<file path="config.mk">
export PLATFORM = sky130hd
export DESIGN_NAME = gcd_engine_param
export DESIGN_NICKNAME = d
export VERILOG_FILES = /design/src/rtl/gcd_engine_param.sv
export SDC_FILE = /design/constraint.sdc
export NUM_CORES = 1
export LEC_CHECK = 0
export CAP_MARGIN = 20
export CORE_MARGIN = 5
export CORE_UTILIZATION = 45
export CTS_BUF_LIST = sky130_fd_sc_hd__clkbuf_8
export CTS_CLUSTER_DIAMETER = 60
export DETAILED_ROUTE_END_ITERATION = 8
export PLACE_DENSITY_LB_ADDON = 0.3
export SYNTH_ARGS = -nofsm -noshare
export SYNTH_HDL_FRONTEND = slang
export SYNTH_SLANG_ARGS = --single-unit
export TNS_END_PERCENT = 1
</file>
<file path="constraint.sdc">
create_clock -name clk -period 2.95 [get_ports clk]
set_input_delay 0.59 -clock clk [delete_from_list [all_inputs] [get_ports clk]]
set_output_delay 0.59 -clock clk [all_outputs]
set_load 0.03 [all_outputs]
</file>
<file path="src/rtl/gcd_engine_param.sv">
// Subtraction-based GCD engine with operand and result valid/ready handshakes.
// One operation in flight; iteration counter saturates at all-ones.
module gcd_engine_param #(
  parameter int WIDTH = 16,
  parameter int CNT_W = WIDTH
) (
  input  logic             clk,
  input  logic             rst,
  input  logic             in_valid,
  output logic             in_ready,
  input  logic [WIDTH-1:0] a_in,
  input  logic [WIDTH-1:0] b_in,
  output logic             out_valid,
  input  logic             out_ready,
  output logic [WIDTH-1:0] gcd_out,
  output logic [CNT_W-1:0] iter_cnt,
  output logic             busy
);

  typedef enum logic [1:0] {
    IDLE = 2'd0,
    CALC = 2'd1,
    DONE = 2'd2
  } state_e;

  state_e           state_q, state_d;
  logic [WIDTH-1:0] a_q, a_d;
  logic [WIDTH-1:0] b_q, b_d;
  logic [WIDTH-1:0] gcd_q, gcd_d;
  logic [CNT_W-1:0] cnt_q, cnt_d;

  always_ff @(posedge clk) begin
    if (rst) begin
      state_q <= IDLE;
      a_q     <= '0;
      b_q     <= '0;
      gcd_q   <= '0;
      cnt_q   <= '0;
    end else begin
      state_q <= state_d;
      a_q     <= a_d;
      b_q     <= b_d;
      gcd_q   <= gcd_d;
      cnt_q   <= cnt_d;
    end
  end

  always_comb begin
    state_d = state_q;
    a_d     = a_q;
    b_d     = b_q;
    gcd_d   = gcd_q;
    cnt_d   = cnt_q;
    unique case (state_q)
      IDLE: begin
        if (in_valid) begin
          a_d     = a_in;
          b_d     = b_in;
          cnt_d   = '0;
          state_d = CALC;
        end
      end
      CALC: begin
        // a|b yields the answer for equal operands and any zero operand
        if (a_q == b_q || a_q == '0 || b_q == '0) begin
          gcd_d   = a_q | b_q;
          state_d = DONE;
        end else begin
          if (a_q > b_q) a_d = a_q - b_q;
          else           b_d = b_q - a_q;
          if (cnt_q != '1) cnt_d = cnt_q + CNT_W'(1);
        end
      end
      DONE: begin
        if (out_ready) state_d = IDLE;
      end
      default: state_d = IDLE;
    endcase
  end

  assign in_ready  = (state_q == IDLE);
  assign out_valid = (state_q == DONE);
  assign busy      = (state_q == CALC);
  assign gcd_out   = gcd_q;
  assign iter_cnt  = cnt_q;

endmodule
</file>
==> flow_summary.json <==
{
  "portBuffers": 70,
  "fill_cells": 935,
  "tightestPinTransition_ps": 567.0,
  "grt_max_degree": 34,
  "startpoint_type": "flip-flop",
  "antenna_found_initial": 0,
  "nets": 749,
  "synth-seq-cells": 66,
  "setup_slack_ps": 129.4,
  "die_x_microns": 111.6,
  "drc": 0,
  "rows": 37,
  "slew-limit-headroom_pct": 62.20,
  "start_util_pct": 45.63,
  "synth_cell_types": 54,
  "grtUsageMet1_pct": 26.20,
  "grt-ovfl-total": 0,
  "grt_pass1_wl_mm": 20.87,
  "finalPower_mw": 7.785,
  "synthAdderAreaFrac_pct": 13.79,
  "rrSetupSlack_ps": 130,
  "outcome": "finished clean",
  "synth_compound_area_share_pct": 18.07,
  "drv_cap": 0,
  "area_delta_synth_final_pct": 25.12,
  "hp-class": "reg -> reg",
  "top_usage_layer": "met2",
  "synth_enable_flop_cells": 0,
  "hpwl_mm": 9.613,
  "diodes": 0,
  "final_cell_mix": "nor2_1 (82), clkdlybuf4s50_1 (69), dfxtp_1 (66)",
  "via_per_inst": 5.379,
  "synth_xor_area_share_pct": 6.408,
  "slowest_stage": "fa_1",
  "utilization_pct": 57.09,
  "use_met2_pct": 33.85,
  "cts-root-buf": "clkbuf_8",
  "hold_slack_ps": 495.5,
  "h-tree-depth": 3,
  "fin_cells": 803,
  "power_frac_comb_pct": 71.7,
  "setup_violations": 0,
  "dp_worst_setup_slack_ps": 74.88,
  "layout_commonest_cell": "nor2_1",
  "final-hold-violation-count": 0,
  "skew_ps": 11.47,
  "p_per_area_nw_per_um2": 1339,
  "wire_per_inst_microns": 15.51,
  "yosys_warnings": 0,
  "async_reset_ff_share_pct": 0,
  "cts_tree": "built",
  "maxSlewViolCount": 0,
  "p_sw_mw": 3.732,
  "use_met3_pct": 3.804,
  "synth_top_family_by_area": "simple AND/OR/NAND/NOR gates",
  "syn_area_per_cell_sq_um": 7.850,
  "fin_crit_sh_pct": 95.61,
  "yosysSeqAreaShare_pct": 28.43,
  "clkTransAtPathRegs_ps": 80,
  "synth_ff_type": "dfxtp_1",
  "synthesis.area_sq_um": 4647,
  "pwr-share-clk_pct": 10.7,
  "synthMuxAreaShare_pct": 4.954,
  "intPower_mw": 4.053,
  "hold_buffers": 0,
  "swShare_pct": 47.94,
  "max_stage_delay_ps": 410,
  "path_max_fanout": 5,
  "cts_buffers": 9,
  "crit_buf_inv": 1,
  "place.gp.congestion": 0.9207,
  "postCtsSetupBuffers": 0,
  "fmax_ghz": 0.3545,
  "dieArea_sq_um": 12460,
  "grt_usage_pct": 20.28,
  "insertion_delay_ps": 350,
  "io_pins": 71,
  "period_minus_slack_ps": 2821,
  "dieHeight_microns": 111.6,
  "worstPathCellList": "inv_1 > ha_1 > fa_1 > o21ba_2 > nor2b_1 > nand2b_1 > a21boi_2 > o221a_2 > or2_2 > o41ai_1",
  "synth_fp_nets": 678,
  "cp.required_ps": 3200,
  "vias": 4319,
  "syn_inst": 592,
  "path_class": "reg -> reg",
  "yosys.area_share.simple_pct": 20.76,
  "coreArea_sq_um": 10180,
  "cts.sink_count": 66,
  "seqPwrFrac_pct": 17.7,
  "post_route_cells_drive_above_1_share_pct": 9.145,
  "peakVddDrop_v": 0.0005375,
  "grt_setup_unrepaired": "true",
  "drt_iter0_markers": 198,
  "ant_nets": 0,
  "cts_buffer_depth": 2,
  "wl_mm": 12.46,
  "endpoint_kind": "flip-flop",
  "first_pass_iters": 5,
  "arrival_ps": 3070,
  "seq_area_sq_um": 1321,
  "grt_pass1_vias": 4244,
  "p_leak_nw": 2.193,
  "placed_cells": 788,
  "crit_family": "compound AO/OA/AOI/OAI gates",
  "multi_input_area_sq_um": 3033
}
[worst register-to-register path, cell delays in order (launching register included)]
cell,delay (ps)
dfxtp_1,390
inv_1,90
ha_1,230
fa_1,410
o21ba_2,230
nor2b_1,130
nand2b_1,190
a21boi_2,100
o221a_2,270
or2_2,350
o41ai_1,340
[cell type report]
type,count,share of cell area (%)
clock buffer,9,2.130
clock inverter,6,1.420
inverter,56,3.615
multi-input combinational,439,52.16
sequential,66,22.72
tap,136,2.927
timing repair buffer,91,15.02
[cell usage after synthesis (15+ instances only)]
| library cell | instances | area share, % |
|---|---|---|
| nor3_1 | 15 | 1.6 |
| ha_1 | 48 | 13 |
| dfxtp_1 | 66 | 28 |
| xnor2_1 | 32 | 6.0 |
| inv_1 | 55 | 4.4 |
| mux2i_1 | 23 | 5.0 |
| clkbuf_1 | 15 | 1.2 |
| nor2_1 | 82 | 6.6 |
| a211oi_1 | 22 | 3.6 |
| nand2_1 | 42 | 3.4 |
| a21oi_1 | 34 | 3.7 |
| o21ai_0 | 30 | 3.2 |
[routing by layer]
| layer | wire length, microns | share of wire, % |
|---|---|---|
| met5 | 0 | 0 |
| met2 | 5990 | 48 |
| met1 | 5561 | 45 |
| met4 | 225 | 1.8 |
| met3 | 680 | 5.5 |
[kinds of logic after synthesis]
logic type,Yosys count
simple gates,204
compound gates,128
buf+inv,87
flops,66
fa+ha+maj,50
xor+xnor,34
mux,23
[through the flow]
| step | setup TNS, ps | cell area, sq um |
|---|---|---|
| 2_1_floorplan | 0 | 4647 |
| 3_3_place_gp | 0 | 5564 |
| 3_5_place_dp | 0 | 5564 |
| 4_1_cts | 0 | 5771 |
| 5_1_grt | -197.0 | 5814 |
| 6_report | 0 | 5814 |
[power groups by stage]
stage	clock network, mW	registers [mW]	logic [mW]
floorplan	0	1.55	3.87
global placement	0	1.38	5.36
detailed placement	0	1.40	5.39
CTS	0.847	1.38	5.44
global route	0.896	1.42	6.14
finish	0.830	1.38	5.58
[state kept, by name, summed over array words and instances (netlist names)]
register and count:
gcd_out 16, state_q 2, iter_cnt 16, a_q 16, b_q 16
[path summary, 6_finish.rpt]
check	endpoint	startpoint	cells past startpoint
worst max-delay path	a_q[14]$_SDFFE_PP0P_	a_q[0]$_SDFFE_PP0P_	10
worst min-delay path	gcd_out[13]$_SDFFE_PP0P_	gcd_out[13]$_SDFFE_PP0P_	2
worst max register to register	a_q[14]$_SDFFE_PP0P_	a_q[0]$_SDFFE_PP0P_	10
worst min register to register	gcd_out[13]$_SDFFE_PP0P_	gcd_out[13]$_SDFFE_PP0P_	2
[what timing repair did]
action	4_1_cts	5_1_grt
setup endpoints to repair	0	39
gates resized for setup	0	11
hold endpoints to repair	0	0
No activity file was read; power rests on OpenSTA's default activity.
